`src/rtl/line_drawer_arbiter_if.sv`:
```
// Bus between two line-request clients, the arbiter, and the shared line drawer.
// The slave modport is the arbiter's view; master is the client/drawer side.
interface line_drawer_arbiter_if #(
    parameter int HOR_ACTIVE_PIXELS = 640,
    parameter int VER_ACTIVE_PIXELS = 480
);
    localparam int X_WIDTH = $clog2(HOR_ACTIVE_PIXELS);
    localparam int Y_WIDTH = $clog2(VER_ACTIVE_PIXELS);

    logic [X_WIDTH-1:0] a_x1, a_x2, b_x1, b_x2, ld_x1, ld_x2;
    logic [Y_WIDTH-1:0] a_y1, a_y2, b_y1, b_y2, ld_y1, ld_y2;
    logic               a_start, a_ready, b_start, b_ready;
    logic               ld_start, ld_ready;
    logic [1:0]         ld_owner;

    modport slave (
        input  a_x1, a_y1, a_x2, a_y2, a_start,
        input  b_x1, b_y1, b_x2, b_y2, b_start,
        input  ld_ready,
        output a_ready, b_ready,
        output ld_x1, ld_y1, ld_x2, ld_y2, ld_start, ld_owner
    );

    modport master (
        output a_x1, a_y1, a_x2, a_y2, a_start,
        output b_x1, b_y1, b_x2, b_y2, b_start,
        output ld_ready,
        input  a_ready, b_ready,
        input  ld_x1, ld_y1, ld_x2, ld_y2, ld_start, ld_owner
    );
endinterface

```
`src/rtl/line_drawer_arbiter.sv`:
```
// Round-robin arbiter sharing one line drawer between clients A and B.
// Each client has a one-deep request slot; coordinates are clamped to the screen on capture.
module line_drawer_arbiter #(
    parameter int HOR_ACTIVE_PIXELS = 640,
    parameter int VER_ACTIVE_PIXELS = 480
) (
    input  logic                 clk,
    input  logic                 rst_n,
    line_drawer_arbiter_if.slave bus
);
    localparam int X_WIDTH = $clog2(HOR_ACTIVE_PIXELS);
    localparam int Y_WIDTH = $clog2(VER_ACTIVE_PIXELS);
    localparam logic [X_WIDTH-1:0] X_MAX = X_WIDTH'(HOR_ACTIVE_PIXELS - 1);
    localparam logic [Y_WIDTH-1:0] Y_MAX = Y_WIDTH'(VER_ACTIVE_PIXELS - 1);

    typedef enum logic [1:0] {IDLE, ISSUE, WAIT} state_t;

    state_t             state;
    logic               pending_a, pending_b;
    logic               last_grant_b;
    logic               win_b;
    logic [X_WIDTH-1:0] slot_x1 [2];
    logic [X_WIDTH-1:0] slot_x2 [2];
    logic [Y_WIDTH-1:0] slot_y1 [2];
    logic [Y_WIDTH-1:0] slot_y2 [2];

    function automatic logic [X_WIDTH-1:0] clamp_x(input logic [X_WIDTH-1:0] v);
        return (v > X_MAX) ? X_MAX : v;
    endfunction

    function automatic logic [Y_WIDTH-1:0] clamp_y(input logic [Y_WIDTH-1:0] v);
        return (v > Y_MAX) ? Y_MAX : v;
    endfunction

    // On a tie the client that was not granted last wins; index 0 is A, 1 is B.
    assign win_b       = pending_b && (!pending_a || !last_grant_b);
    assign bus.a_ready = ~pending_a;
    assign bus.b_ready = ~pending_b;

    always_ff @(posedge clk) begin
        if (!rst_n) begin
            state        <= IDLE;
            pending_a    <= 1'b0;
            pending_b    <= 1'b0;
            last_grant_b <= 1'b1;
            bus.ld_start <= 1'b0;
            bus.ld_owner <= 2'b00;
            bus.ld_x1    <= '0;
            bus.ld_y1    <= '0;
            bus.ld_x2    <= '0;
            bus.ld_y2    <= '0;
        end else begin
            if (bus.a_start && !pending_a) begin
                pending_a  <= 1'b1;
                slot_x1[0] <= clamp_x(bus.a_x1);
                slot_y1[0] <= clamp_y(bus.a_y1);
                slot_x2[0] <= clamp_x(bus.a_x2);
                slot_y2[0] <= clamp_y(bus.a_y2);
            end
            if (bus.b_start && !pending_b) begin
                pending_b  <= 1'b1;
                slot_x1[1] <= clamp_x(bus.b_x1);
                slot_y1[1] <= clamp_y(bus.b_y1);
                slot_x2[1] <= clamp_x(bus.b_x2);
                slot_y2[1] <= clamp_y(bus.b_y2);
            end

            // A pending bit stays set until its line completes, so a_ready/b_ready cover in-service too.
            case (state)
                IDLE: begin
                    if (bus.ld_ready && (pending_a || pending_b)) begin
                        bus.ld_x1    <= slot_x1[win_b];
                        bus.ld_y1    <= slot_y1[win_b];
                        bus.ld_x2    <= slot_x2[win_b];
                        bus.ld_y2    <= slot_y2[win_b];
                        bus.ld_start <= 1'b1;
                        bus.ld_owner <= win_b ? 2'b10 : 2'b01;
                        state        <= ISSUE;
                    end
                end
                ISSUE: begin
                    bus.ld_start <= 1'b0;
                    state        <= WAIT;
                end
                WAIT: begin
                    if (bus.ld_ready) begin
                        if (bus.ld_owner[0]) pending_a <= 1'b0;
                        if (bus.ld_owner[1]) pending_b <= 1'b0;
                        last_grant_b <= bus.ld_owner[1];
                        bus.ld_owner <= 2'b00;
                        state        <= IDLE;
                    end
                end
                default: state <= IDLE;
            endcase
        end
    end
endmodule

```
`src/flat_wrapper.sv`:
```
// flat-port wrapper written by rule: the top's interface ports become plain ports
module line_drawer_arbiter_flat 
#(
    parameter int HOR_ACTIVE_PIXELS = 640,
    parameter int VER_ACTIVE_PIXELS = 480
)
  (clk, rst_n, bus_a_x1, bus_a_y1, bus_a_x2, bus_a_y2, bus_a_start, bus_b_x1, bus_b_y1, bus_b_x2, bus_b_y2, bus_b_start, bus_ld_ready, bus_a_ready, bus_b_ready, bus_ld_x1, bus_ld_y1, bus_ld_x2, bus_ld_y2, bus_ld_start, bus_ld_owner);
  line_drawer_arbiter_if #(.HOR_ACTIVE_PIXELS(HOR_ACTIVE_PIXELS), .VER_ACTIVE_PIXELS(VER_ACTIVE_PIXELS)) bus_i ();
  input  logic clk;
  input  logic rst_n;
  input wire logic [$bits(bus_i.a_x1)-1:0] bus_a_x1;
  input wire logic [$bits(bus_i.a_y1)-1:0] bus_a_y1;
  input wire logic [$bits(bus_i.a_x2)-1:0] bus_a_x2;
  input wire logic [$bits(bus_i.a_y2)-1:0] bus_a_y2;
  input wire logic [$bits(bus_i.a_start)-1:0] bus_a_start;
  input wire logic [$bits(bus_i.b_x1)-1:0] bus_b_x1;
  input wire logic [$bits(bus_i.b_y1)-1:0] bus_b_y1;
  input wire logic [$bits(bus_i.b_x2)-1:0] bus_b_x2;
  input wire logic [$bits(bus_i.b_y2)-1:0] bus_b_y2;
  input wire logic [$bits(bus_i.b_start)-1:0] bus_b_start;
  input wire logic [$bits(bus_i.ld_ready)-1:0] bus_ld_ready;
  output wire logic [$bits(bus_i.a_ready)-1:0] bus_a_ready;
  output wire logic [$bits(bus_i.b_ready)-1:0] bus_b_ready;
  output wire logic [$bits(bus_i.ld_x1)-1:0] bus_ld_x1;
  output wire logic [$bits(bus_i.ld_y1)-1:0] bus_ld_y1;
  output wire logic [$bits(bus_i.ld_x2)-1:0] bus_ld_x2;
  output wire logic [$bits(bus_i.ld_y2)-1:0] bus_ld_y2;
  output wire logic [$bits(bus_i.ld_start)-1:0] bus_ld_start;
  output wire logic [$bits(bus_i.ld_owner)-1:0] bus_ld_owner;
  assign bus_i.a_x1 = bus_a_x1;
  assign bus_i.a_y1 = bus_a_y1;
  assign bus_i.a_x2 = bus_a_x2;
  assign bus_i.a_y2 = bus_a_y2;
  assign bus_i.a_start = bus_a_start;
  assign bus_i.b_x1 = bus_b_x1;
  assign bus_i.b_y1 = bus_b_y1;
  assign bus_i.b_x2 = bus_b_x2;
  assign bus_i.b_y2 = bus_b_y2;
  assign bus_i.b_start = bus_b_start;
  assign bus_i.ld_ready = bus_ld_ready;
  assign bus_a_ready = bus_i.a_ready;
  assign bus_b_ready = bus_i.b_ready;
  assign bus_ld_x1 = bus_i.ld_x1;
  assign bus_ld_y1 = bus_i.ld_y1;
  assign bus_ld_x2 = bus_i.ld_x2;
  assign bus_ld_y2 = bus_i.ld_y2;
  assign bus_ld_start = bus_i.ld_start;
  assign bus_ld_owner = bus_i.ld_owner;
  line_drawer_arbiter #(.HOR_ACTIVE_PIXELS(HOR_ACTIVE_PIXELS), .VER_ACTIVE_PIXELS(VER_ACTIVE_PIXELS)) u_core (.clk(clk), .rst_n(rst_n), .bus(bus_i));
endmodule
```
`config.mk`:
```
export PLATFORM = sky130hd
export DESIGN_NAME = line_drawer_arbiter_flat
export DESIGN_NICKNAME = d
export VERILOG_FILES = /design/src/rtl/line_drawer_arbiter_if.sv /design/src/rtl/line_drawer_arbiter.sv /design/src/flat_wrapper.sv
export SDC_FILE = /design/constraint.sdc
export NUM_CORES = 1
export LEC_CHECK = 0
export CAP_MARGIN = 20
export CELL_PAD_IN_SITES_DETAIL_PLACEMENT = 2
export CELL_PAD_IN_SITES_GLOBAL_PLACEMENT = 2
export CORE_MARGIN = 2
export CORE_UTILIZATION = 41
export CTS_CLUSTER_DIAMETER = 30
export DETAILED_ROUTE_END_ITERATION = 10
export DONT_BUFFER_PORTS = 1
export PLACE_DENSITY_LB_ADDON = 0.1
export SYNTH_ARGS = -nofsm -noshare
export SYNTH_HDL_FRONTEND = slang
export SYNTH_SLANG_ARGS = --single-unit
export TNS_END_PERCENT = 30
```
`constraint.sdc`:
```
create_clock -name clk -period 3.2 [get_ports clk]
set_input_delay 0.96 -clock clk [delete_from_list [all_inputs] [get_ports clk]]
set_output_delay 0.96 -clock clk [all_outputs]
set_load 0.05 [all_outputs]
```
==> impl_results.md <==
- Chip width: 116 um
- Synth cell count leaders: sky130_fd_sc_hd__edfxtp_1 (76), sky130_fd_sc_hd__nand2b_1 (48), sky130_fd_sc_hd__dfxtp_1 (46), sky130_fd_sc_hd__inv_1 (45), sky130_fd_sc_hd__nand2_1 (40)
- Kind of critical path: register to register
- Ratio of total power to cell area: between 600 and 700 nW/um2
- Maximum single-stage delay on the critical path: 0.78 ns
- Nature of the critical path startpoint: register
- Highest Clock Rate: 470 MHz
- Fill cells: 1,184
- Pre-Repair DR Iteration Count: 4
- Remaining antenna violation count: 0
- Layout cells sized above 1: 21.8%
- Avg Vias per Cell: 5.33
- Worst slew margin: 39.4%
- LEAKAGE: 0.00206 uW
- Post-Synthesis Cell Area: 5110 um2
- Number of DRC violations after detailed routing: 0
- Final Hold Viols: 0
- Min-Delay Path Class: register to register
- Cell at the root of the clock tree: sky130_fd_sc_hd__clkbuf_16
- Clk pwr share: 43.4%
- Total number of vias: between 3,000 and 4,000
- CORE AREA: 12,100 um2
- TritonCTS clock tree: built
- Routed wire length per instance: 21.3 um
- Mean cell area of the mapped netlist: 12.4 um2
- Final weighted congestion of routability-driven global placement: 0.700
- Max-cap violations: 0
- Max Clock Skew: 0.00744 ns
- Worst skew pair latency: 0.42 ns
- Max VDD drop: 476 uV
- Crit-path leading delay family: simple AND/OR/NAND/NOR gates
- Port-buffer cells: 0
- Initial Utilization: 42.3%
- Post-CTS setup buffer count: 0
- Global Route Usage Sum: 20.3%
- Most repeated cell in the gate-level netlist after synthesis: sky130_fd_sc_hd__edfxtp_1
- Count of mapped cells out of synthesis: about 410
- Non-filler instance count after layout: 589
- Total of warnings raised by yosys: 0
- Internal: 3000 uW
- Number of enable flip-flop cells after synthesis: 76
- Total Neg Setup Slack: 0 ns
- Unrepaired setup endpoints after global routing: no
- Worst EP required: 3.33 ns
- # resized after CTS: 0
- Time the worst path needs with I/O delays and setup: 2.13 ns
- Portion of total power attributed to sequential cells: 50.0%
- Asr flop ratio synth: 0%
- Post-synthesis cell type with the largest combined area: sky130_fd_sc_hd__edfxtp_1
- Chip Height: 116 um
- Placement Rows: 40
- Worst Max-Slew Pin Slew: 0.900 ns
- Total half-perimeter wirelength after legalization and detailed placement: 8.36 mm
- Layout overhead on the synthesized area: 13.5%
- Result of the run: complete, no violations
- Switching Share: between 20% and 30%
- Number of different library cells in the post-synthesis netlist: 32
- Critical path data arrival time: roughly 2.3 ns
- Number of pins with negative max-slew slack in the final report: 0
- Maximum net fanout on the critical path: 27
- Clock transition time at the flip-flop clock pins of the worst setup and hold paths: about 0.060 ns
- Count of clock tree sinks: 122
- Cell-by-cell listing of the critical path: inv_1, and3_2, buf_4
- Register bit count reported by yosys: 122
- Via count of the first global-routing pass: 3,518
- Tcrit/Tclk final: 66.4%
- Die footprint: 13,400 um2
- Fraction of synthesized cell area taken by the top area cell type: 44.7%
- Number of CTS-inserted buffers: 17
- Sequential fraction of the synthesis area: 62.7%
- Final global-route overflow total: 0
- Number of I/O pins: about 120
- Pin count of the biggest net entering global routing: 48
- Post-Place Cells: roughly 560
- First-pass GRT wire length: 19.3 mm
- Setup crit end kind: register
- Net count after synthesis: 494
- Psw: 1040 uW
- Most instantiated flip-flop cell in the synthesis netlist: sky130_fd_sc_hd__edfxtp_1
- Final routed wirelength across all metal layers: about 13 mm
- Number of failing setup endpoints in the final timing report: 0
- Leading post-synthesis cells by cell area: sky130_fd_sc_hd__edfxtp_1 (45%), sky130_fd_sc_hd__dfxtp_1 (18%), sky130_fd_sc_hd__a221oi_2 (8.5%)
- Count of routing violations after the opening detailed-route iteration: 136
- Buf+Inv Stages, Crit Path: 2
- Cell with the biggest individual delay on the critical path: sky130_fd_sc_hd__and3_2
- Final layout net count: 487
- Count of hold buffers inserted by post-cts repair: 0
- Clock buffer depth: 2
- Depth of the CTS H-tree: 4
- Fraction of power consumed by combinational cells: 6.6%
- Number of antenna violations at the first check in global routing: 2
==> stage by stage <==
stage	hold WS (ns)	power [uW]	setup WS, ns	utilization [%]	instance area [um2]
after global routing	0.552	4210	0.953	48.0	5790
after detailed placement	0.522	2330	0.849	43.5	5250
after CTS	0.525	4100	1.03	48.0	5790
final	0.520	4050	1.07	48.1	5800
after global placement	0.485	2310	0.772	43.4	5230
after floorplan	0.463	2250	0.421	-	5110
==> kinds of logic after synthesis <==
| group | count (synthesis) | synth area share (%) |
|---|---|---|
| simple gates | 153 | 17.9 |
| flops | 122 | 62.7 |
| buf+inv | 82 | 7.08 |
| compound gates | 56 | 12.3 |
==> worst paths after layout <==
check	startpoint	endpoint	slack, ns	depth (start not counted)
min reg2reg	u_core.slot_y1[0][2]	u_core.bus.ld_y1[2]	0.52	2
min	u_core.slot_y1[0][2]	u_core.bus.ld_y1[2]	0.52	2
max	u_core.pending_a	u_core.slot_y1[0][4]	1.07	3
max reg2reg	u_core.pending_a	u_core.slot_y1[0][4]	1.07	3
==> flip-flops by register name (all words and copies together) (netlist names), 2 cells and up <==
| register | flops |
|---|---|
| u_core.bus.ld_owner | 2 |
| u_core.bus.ld_x1 | 10 |
| u_core.bus.ld_x2 | 10 |
| u_core.bus.ld_y1 | 9 |
| u_core.bus.ld_y2 | 9 |
| u_core.slot_x1 | 20 |
| u_core.slot_x2 | 20 |
| u_core.slot_y1 | 18 |
| u_core.slot_y2 | 18 |
| u_core.state | 2 |
==> worst reg2reg max path, stage by stage, from the launching register on <==
cell and delay, ns:
sky130_fd_sc_hd__dfxtp_1 0.37, sky130_fd_sc_hd__inv_1 0.37, sky130_fd_sc_hd__and3_2 0.79, sky130_fd_sc_hd__buf_4 0.31
==> routing by layer <==
layer	vias to the layer above	part of all wire [%]	wire, um	track usage (%)
li1	1443	-	-	-
met1	1589	38	4750	22.0
met2	86	53	6630	34.6
met3	19	7.7	965	9.21
met4	0	1.5	189	8.10
met5	-	0	0	0
==> layout by cell type (no fill, tap or decap), types with 2 or more instances in the layout <==
cell type,netlist,layout
sky130_fd_sc_hd__and3_2,0,2
sky130_fd_sc_hd__edfxtp_1,76,76
sky130_fd_sc_hd__nor3_1,19,19
sky130_fd_sc_hd__dfxtp_1,46,46
sky130_fd_sc_hd__nor2_1,2,2
sky130_fd_sc_hd__and2_1,2,2
sky130_fd_sc_hd__inv_1,45,45
sky130_fd_sc_hd__nand2_1,40,40
sky130_fd_sc_hd__clkbuf_8,0,3
sky130_fd_sc_hd__clkinv_2,0,2
sky130_fd_sc_hd__a221oi_1,9,9
sky130_fd_sc_hd__clkbuf_16,0,17
sky130_fd_sc_hd__buf_4,1,8
sky130_fd_sc_hd__nand2b_1,48,48
sky130_fd_sc_hd__clkbuf_1,21,8
sky130_fd_sc_hd__nand4_1,4,4
sky130_fd_sc_hd__nor2b_1,10,10
sky130_fd_sc_hd__a221oi_2,29,29
sky130_fd_sc_hd__o21a_1,2,2
sky130_fd_sc_hd__diode_2,0,3
sky130_fd_sc_hd__buf_12,0,3
sky130_fd_sc_hd__o22ai_1,2,2
sky130_fd_sc_hd__o21ai_0,6,6
sky130_fd_sc_hd__a31oi_1,4,4
sky130_fd_sc_hd__nor3_2,20,20
==> final cells by class <==
| class | instances | area, um2 | area share [%] |
|---|---|---|---|
| Antenna cell | 3 | 7.51 | 0.130 |
| Clock buffer | 28 | 497 | 8.57 |
| Clock inverter | 3 | 40.0 | 0.691 |
| Inverter | 45 | 169 | 2.91 |
| Multi-Input combinational cell | 209 | 1550 | 26.7 |
| Sequential cell | 122 | 3200 | 55.3 |
| Tap cell | 168 | 210 | 3.63 |
| Timing Repair Buffer | 11 | 120 | 2.07 |
==> power by group through the flow <==
stage	combinational [uW]	sequential, uW	clock, uW
floorplan	221	2030	0
global placement	257	2050	0
detailed placement	274	2060	0
CTS	276	2030	1800
global route	299	2030	1870
finish	267	2020	1760
No activity file was read; power rests on OpenSTA's default activity.
